==> config.mk <==
export PLATFORM = sky130hd
export DESIGN_NAME = bcd2bin_flat
export DESIGN_NICKNAME = d
export VERILOG_FILES = /design/src/rtl/bcd2bin_if.sv /design/src/rtl/bcd2bin.sv /design/src/flat_wrapper.sv
export SDC_FILE = /design/constraint.sdc
export NUM_CORES = 1
export LEC_CHECK = 0
export BUFFER_PORTS_ARGS = -buffer_cell sky130_fd_sc_hd__buf_4
export CORE_ASPECT_RATIO = 2
export CORE_UTILIZATION = 57
export CTS_CLUSTER_DIAMETER = 30
export CTS_CLUSTER_SIZE = 10
export DETAILED_ROUTE_END_ITERATION = 8
export GPL_ROUTABILITY_DRIVEN = 1
export PLACE_DENSITY = 0.8
export SYNTH_ARGS = -nofsm -noshare
export SYNTH_HDL_FRONTEND = slang
export SYNTH_SLANG_ARGS = --single-unit
==> constraint.sdc <==
create_clock -name clk -period 4.65 [get_ports clk]
set_input_delay 0.93 -clock clk [delete_from_list [all_inputs] [get_ports clk]]
set_output_delay 0.93 -clock clk [all_outputs]
set_load 0.01 [all_outputs]
==> src/rtl/bcd2bin_if.sv <==
// Handshake and data bundle for the BCD-to-binary converter.
// The master drives requests (start/bcd), the slave returns status and result.
interface bcd2bin_if #(
  parameter int DIGITS = 11,
  parameter int BIN_W  = 37
);
  logic                  start;
  logic [4*DIGITS-1:0]   bcd;
  logic                  ready;
  logic                  done_tick;
  logic [BIN_W-1:0]      bin;
  logic                  err;

  modport master (
    output start, bcd,
    input  ready, done_tick, bin, err
  );

  modport slave (
    input  start, bcd,
    output ready, done_tick, bin, err
  );
endinterface

==> src/rtl/bcd2bin.sv <==
// Sequential BCD-to-binary converter using reverse double dabble.
// Each OP cycle shifts {digits, binreg} right by one bit, then pulls every
// digit that reached 8 or more back down by 3. After BIN_W iterations the
// binary register holds the result and the digit register is empty.
module bcd2bin #(
  parameter int DIGITS = 11,
  parameter int BIN_W  = 37
) (
  input  logic        clk,
  input  logic        rst,
  bcd2bin_if.slave    bus
);

  localparam int CNT_W = $clog2(BIN_W + 1);
  localparam int DIG_W = 4 * DIGITS;

  typedef enum logic [1:0] {
    S_IDLE = 2'd0,
    S_OP   = 2'd1,
    S_DONE = 2'd2
  } state_e;

  state_e             state_q, state_d;
  logic [DIG_W-1:0]   dig_q, dig_d;
  logic [BIN_W-1:0]   sr_q, sr_d;
  logic [BIN_W-1:0]   bin_q, bin_d;
  logic               err_q, err_d;
  logic [CNT_W-1:0]   n_q, n_d;

  logic [DIG_W-1:0]   dig_sh_s;
  logic [BIN_W-1:0]   sr_sh_s;

  // True when any packed digit is outside 0..9.
  function automatic logic has_bad_digit(input logic [DIG_W-1:0] d);
    logic bad;
    bad = 1'b0;
    for (int i = 0; i < DIGITS; i++) begin
      if (d[4*i +: 4] > 4'd9) begin
        bad = 1'b1;
      end else begin
        bad = bad;
      end
    end
    return bad;
  endfunction

  // Per-digit correction after the shift: a digit >= 8 loses 3, no carries.
  function automatic logic [DIG_W-1:0] adjust_digits(input logic [DIG_W-1:0] d);
    logic [DIG_W-1:0] r;
    r = d;
    for (int i = 0; i < DIGITS; i++) begin
      if (d[4*i + 3]) begin
        r[4*i +: 4] = d[4*i +: 4] - 4'd3;
      end else begin
        r[4*i +: 4] = d[4*i +: 4];
      end
    end
    return r;
  endfunction

  // One-bit right shift across the digit/binary pair; a zero enters the top digit.
  always_comb begin
    dig_sh_s = {1'b0, dig_q[DIG_W-1:1]};
    sr_sh_s  = {dig_q[0], sr_q[BIN_W-1:1]};
  end

  // Next-state and datapath update for the IDLE/OP/DONE sequence.
  always_comb begin
    state_d = state_q;
    dig_d   = dig_q;
    sr_d    = sr_q;
    n_d     = n_q;
    bin_d   = bin_q;
    err_d   = err_q;
    case (state_q)
      S_IDLE: begin
        if (bus.start) begin
          dig_d = bus.bcd;
          sr_d  = {BIN_W{1'b0}};
          n_d   = CNT_W'(BIN_W);
          if (has_bad_digit(bus.bcd)) begin
            err_d   = 1'b1;
            state_d = S_DONE;
          end else begin
            err_d   = 1'b0;
            state_d = S_OP;
          end
        end else begin
          state_d = S_IDLE;
        end
      end
      S_OP: begin
        dig_d = adjust_digits(dig_sh_s);
        sr_d  = sr_sh_s;
        n_d   = n_q - CNT_W'(1);
        if (n_q == CNT_W'(1)) begin
          bin_d   = sr_sh_s;
          state_d = S_DONE;
        end else begin
          state_d = S_OP;
        end
      end
      S_DONE: begin
        state_d = S_IDLE;
      end
      default: begin
        state_d = S_IDLE;
      end
    endcase
  end

  // State and datapath registers; reset aborts any conversion and clears the result.
  always_ff @(posedge clk or posedge rst) begin
    if (rst) begin
      state_q <= S_IDLE;
      dig_q   <= {DIG_W{1'b0}};
      sr_q    <= {BIN_W{1'b0}};
      bin_q   <= {BIN_W{1'b0}};
      err_q   <= 1'b0;
      n_q     <= {CNT_W{1'b0}};
    end else begin
      state_q <= state_d;
      dig_q   <= dig_d;
      sr_q    <= sr_d;
      bin_q   <= bin_d;
      err_q   <= err_d;
      n_q     <= n_d;
    end
  end

  assign bus.ready     = (state_q == S_IDLE);
  assign bus.done_tick = (state_q == S_DONE);
  assign bus.bin       = bin_q;
  assign bus.err       = err_q;

endmodule

==> src/flat_wrapper.sv <==
// flat-port wrapper written by rule: the top's interface ports become plain ports
module bcd2bin_flat 
#(
  parameter int DIGITS = 11,
  parameter int BIN_W  = 37
)
  (clk, rst, bus_start, bus_bcd, bus_ready, bus_done_tick, bus_bin, bus_err);
  bcd2bin_if #(.DIGITS(DIGITS), .BIN_W(BIN_W)) bus_i ();
  input  logic clk;
  input  logic rst;
  input wire logic [$bits(bus_i.start)-1:0] bus_start;
  input wire logic [$bits(bus_i.bcd)-1:0] bus_bcd;
  output wire logic [$bits(bus_i.ready)-1:0] bus_ready;
  output wire logic [$bits(bus_i.done_tick)-1:0] bus_done_tick;
  output wire logic [$bits(bus_i.bin)-1:0] bus_bin;
  output wire logic [$bits(bus_i.err)-1:0] bus_err;
  assign bus_i.start = bus_start;
  assign bus_i.bcd = bus_bcd;
  assign bus_ready = bus_i.ready;
  assign bus_done_tick = bus_i.done_tick;
  assign bus_bin = bus_i.bin;
  assign bus_err = bus_i.err;
  bcd2bin #(.DIGITS(DIGITS), .BIN_W(BIN_W)) u_core (.clk(clk), .rst(rst), .bus(bus_i));
endmodule
# Word level (Yosys, flattened, before mapping)
# Cells that the tools add are included.
# totals
regBits,127
inputBits,47
output_inout_bits,40
word_cells,71
# classes
add_sub_neg,11
n_lt_le_gt_ge,11
n_eq_ne,4
mux,34
n_reduce_logical,5
# ops
op,count
$pmux W44 S2,1
$pmux W37 S2,1
$gt A4 B4 Y1 const B,11
$mux W44,1
$mux W4,10
$sub A4 B2 Y4 const B,10
$mux W37,1
$mux W1,14
$pmux W6 S2,1
$eq A6 B1 Y1 const B,1
$mux W2,3
$mux W6,1
$reduce_and A2 Y1,3
$sub A6 B1 Y6 const B,1
$pmux W2 S2,1
$eq A2 B1 Y1 const B,1
$eq A2 B2 Y1 const B,1
$logic_not A2 Y1,1
$ne A2 B2 Y1 const B,1
$reduce_bool A2 Y1,1

# Depth between registers and ports, before layout
# logic_depth
word_depth,17
ltp_mapped,7
depth_no_buf,6

# Worst setup path after synthesis
# OpenSTA, ideal clock, no wires.
# synth_path
path_type,input -> register
start,in bus_start
end,reg u_core.dig_q[0]
setup_ps,126
arrival_ps,1808
t_required_ps,4524
path_slack_ps,2716
cell_stages,5
n_path_buf,2
cell_sequence,nor3b_2 buf_2 nor2_2 buf_2 a221o_1
# synth_via
elab_chain_len,2
# synth_rtl
item,line,text
start: declaration,flat_wrapper.sv:11,input wire logic [$bits(bus_i.start)-1:0] bus_start;
$ne A2 B2 Y1 (no source line),--,
$reduce_and A2 Y1 (no source line),--,
end signal: assignment,bcd2bin.sv:116,dig_q <= {DIG_W{1'b0}};
end signal: assignment,bcd2bin.sv:123,dig_q <= dig_d;
end: declaration,bcd2bin.sv:24,"logic [DIG_W-1:0] dig_q, dig_d;"
# No other way between the ends.
# A chain may end at the register's enable or synchronous reset.

# Worst setup path in the final report
# layout_path
start,reg u_core.state_q[1]
end,reg u_core.dig_q[32]
# layout_via
elab_chain_len,3
elab_cells_between_ends,6
classes_between,eq/ne (2); mux (1); reduce/logical (3)
# layout_rtl
item,line,text
start: declaration,bcd2bin.sv:23,"state_e state_q, state_d;"
start signal: assignment,bcd2bin.sv:122,state_q <= state_d;
$eq A2 B1 Y1 or $logic_not A2 Y1 (tied branches),bcd2bin.sv:75,case (state_q)
$reduce_bool A2 Y1 (no source line) or $ne A2 B2 Y1 (tied branches),--,
$reduce_and A2 Y1 (no source line),--,
# Several ways; a longest one is shown, not always the timed one.

==> results.py <==
metrics = {
    "synth": {
        "ys_seq_elements": 126,
        "yosys_most_used_dff": "dfrtp_1",
        "synthCells": 532,
        "synth.distinct_cells": 32,
        "yosys.area.top_type": "dfrtp_1",
        "ys_seq_area_frac": 0.553,
        "synthesis.nets": 591,
        "yosysMostFrequentCell": "dfrtp_1",
        "async_reset_ff_frac": 1.00,
        "synth.top_cells.by_count": "dfrtp_1 (126), nand2_1 (107), o21ai_0 (61), nor2b_1 (21), xnor2_1 (21)",
        "synthTopCellsByArea": "dfrtp_1 (55%), nand2_1 (7.0%), o21ai_0 (5.4%)",
        "avgSynthCellArea_um2": 10.7,
        "ys_warn_count": 0,
        "synthesis.area_mm2": 0.00570,
        "synth_top_cell_area_share": 0.553,
        "synth-edff-count": 0,
    },
    "grt": {
        "antenna_found_initial": 0,
        "grt_pass1_wl_mm": 21.1,
        "grt_max_degree": 65,
        "gr-total-overflow": 0,
        "grtUsageMet3": 0.0652,
        "grt_busiest_layer": "met2",
        "track_usage": 0.267,
        "grtUsageMet2": 0.455,
        "grtUsageMet1": 0.317,
        "grt_pass1_vias": 4422,
    },
    "pwr": {
        "p_leak_nw": 3.26,
        "p_sw_w": 0.000700,
        "power_frac_clock": 0.456,
        "intPower_w": 0.00205,
        "netSwitchingFraction": 0.255,
        "power_frac_comb": 0.097,
        "irDropWorstVdd_mv": 0.309,
        "power_density_mw_per_mm2": 394,
        "power_frac_seq": 0.447,
    },
    "sta": {
        "whs_ps": 505,
        "setup_violations": 0,
        "rsz0062_at_grt": "no",
        "skew_ps": 8.95,
        "period_share": 0.493,
        "drv_slew": 0,
        "tns_ps": 0,
        "hold_viol_final": 0,
        "fin_crit_ps": 2290,
        "slew_headroom": 0.169,
        "max_freq_mhz": 436,
        "tightest_slew_ps": 1240,
    },
    "placement": {
        "port_buffers": 86,
        "place.detailed.hpwl_mm": 8.37,
        "gp_congestion": 0.891,
    },
    "route": {
        "detail_route.iter0.violations": 430,
        "viasPerCell": 5.81,
        "drt_wl_total_mm": 12.8,
        "firstDrtPassIters": 5,
        "vias": 4389,
        "ant_nets": 0,
        "wl_per_cell_um": 16.9,
        "drc_errors": 0,
    },
    "die": {
        "die_y_um": 143,
        "fp.dieW_um": 72.7,
        "fp-row-count": 51,
        "pin_count": 87,
        "dieArea_mm2": 0.0104,
        "start_util": 0.588,
        "core_area_mm2": 0.00970,
    },
    "min_path": {
        "whs_path_depth": 2,
        "whs_endpoint": "u_core.sr_q[12]$_DFFE_PP0P_",
        "hp-start": "u_core.sr_q[13]$_DFFE_PP0P_",
        "hold_class": "flip-flop to flip-flop",
    },
    "clock_tree": {
        "root_buffer": "clkbuf_16",
        "numCtsBuffers": 17,
        "cts_buffer_depth": 2,
        "cts_sinks": 126,
        "cts_tree": "done",
        "h-tree-depth": 4,
        "cts_hold_buf": 0,
        "clk_latency_ps": 420,
        "cts_resized": 0,
        "clk_pin_slew_ps": 50,
        "cts_setup_buffers": 0,
    },
    "layout": {
        "syn2layout_area_growth_pct": 22.4,
        "nFillCells": 721,
        "regArea_mm2": 0.00315,
        "multi_input_area_mm2": 0.00238,
        "drive_above_1_share": 0.268,
        "n_antenna_cell": 0,
        "nets": 669,
    },
    "setup_path": {
        "cp.required_ps": 4940,
        "crit_path_max_fanout": 49,
        "r2r-end": "u_core.dig_q[32]$_DFFE_PP0P_",
        "timing.rr.start": "u_core.state_q[1]$_DFF_PP0_",
        "reg2reg_depth": 4,
        "end_kind": "flip-flop",
        "path_class": "flip-flop to flip-flop",
        "cp_data_arrival_time_ps": 2580,
        "start_kind": "flip-flop",
        "r2r_slack_ps": 2360,
    },
    "job": {
        "cap_violations": 0,
    },
    "status": {
        "outcome": "finished, final reports clean",
    },
}
-- placed cells by master (no fill, tap or decap), types with 12 or more instances in the layout --
| cell | instances |
|---|---|
| a22oi_1 | 13 |
| a31oi_1 | 20 |
| buf_4 | 92 |
| clkbuf_16 | 17 |
| dfrtp_1 | 126 |
| ha_1 | 12 |
| mux2_2 | 18 |
| mux2_4 | 19 |
| nand2_1 | 106 |
| nor2_1 | 16 |
| nor2b_1 | 21 |
| o21ai_0 | 61 |
| xnor2_1 | 21 |
-- worst max-delay path: stages (launching register included) --
cell and delay (ps):
dfrtp_1 450, nand2b_2 700, buf_4 550, nor2_1 140
a221o_1 290
-- area by class of cell --
cell class,count,area share
clock inverter,13,0.0165
inverter,3,0.00197
sequential,126,0.452
timing repair buffer,92,0.0990
multi-input combinational,370,0.342
tap,132,0.0237
clock buffer,19,0.0649
-- registers in the layout, summed over array words and instances, names as in the netlist --
signal,cells
u_core.dig_q,44
u_core.bus.bin,37
u_core.sr_q,36
u_core.n_q,6
u_core.state_q,2
u_core.bus.err,1
-- per-stage QoR --
| stage | setup WS (ps) | instance area [µm²] | instances | util | power (W) |
|---|---|---|---|---|---|
| final | 2360 | 6980 | 755 | 0.719 | 0.00275 |
| after floorplan | 364 | 5700 | 532 | - | 0.00141 |
| after global placement | 2120 | 6410 | 723 | 0.661 | 0.00149 |
| after CTS | 2370 | 6980 | 755 | 0.719 | 0.00276 |
| after global routing | 2190 | 6980 | 755 | 0.719 | 0.00284 |
| after detailed placement | 2040 | 6410 | 723 | 0.661 | 0.00151 |
-- routing by layer --
metal	up-vias	wire length, µm
li1	2024	-
met1	2196	5090
met2	140	6780
met3	29	544
met4	0	339
met5	-	0
-- power groups by stage --
stage	clock network, W	registers, W	logic, W
after global routing	0.00131	0.00124	0.000298
final	0.00125	0.00123	0.000266
after floorplan	0	0.00122	0.000183
after global placement	0	0.00124	0.000249
after CTS	0.00126	0.00123	0.000267
after detailed placement	0	0.00124	0.000264
-- kinds of logic (layout without fill, tap and decap cells) --
logic type	count (synthesis)	count (layout)	synth area share
flip-flops	126	126	0.553
buffers and inverters	36	127	0.0305
XOR/XNOR	23	23	0.0353
adder cells (fa/ha/maj)	12	12	0.0263
multiplexers	37	37	0.0856
AND/OR/NAND/NOR	163	163	0.124
AO/OA/AOI/OAI	135	135	0.144
-- worst max path at each step --
stage / startpoint / end / slack, ps
2_1_floorplan: rst / u_core.bus.bin[0]$_DFFE_PP0P_ / 360
3_3_place_gp: bus_start / u_core.dig_q[8]$_DFFE_PP0P_ / 2120
3_5_place_dp: bus_start / u_core.dig_q[26]$_DFFE_PP0P_ / 2040
4_1_cts: u_core.state_q[1]$_DFF_PP0_ / u_core.dig_q[32]$_DFFE_PP0P_ / 2370
5_1_grt: u_core.state_q[1]$_DFF_PP0_ / u_core.dig_q[32]$_DFFE_PP0P_ / 2190
6_report: u_core.state_q[1]$_DFF_PP0_ / u_core.dig_q[32]$_DFFE_PP0P_ / 2360
Note: power is estimated with default switching activity, not from simulation.
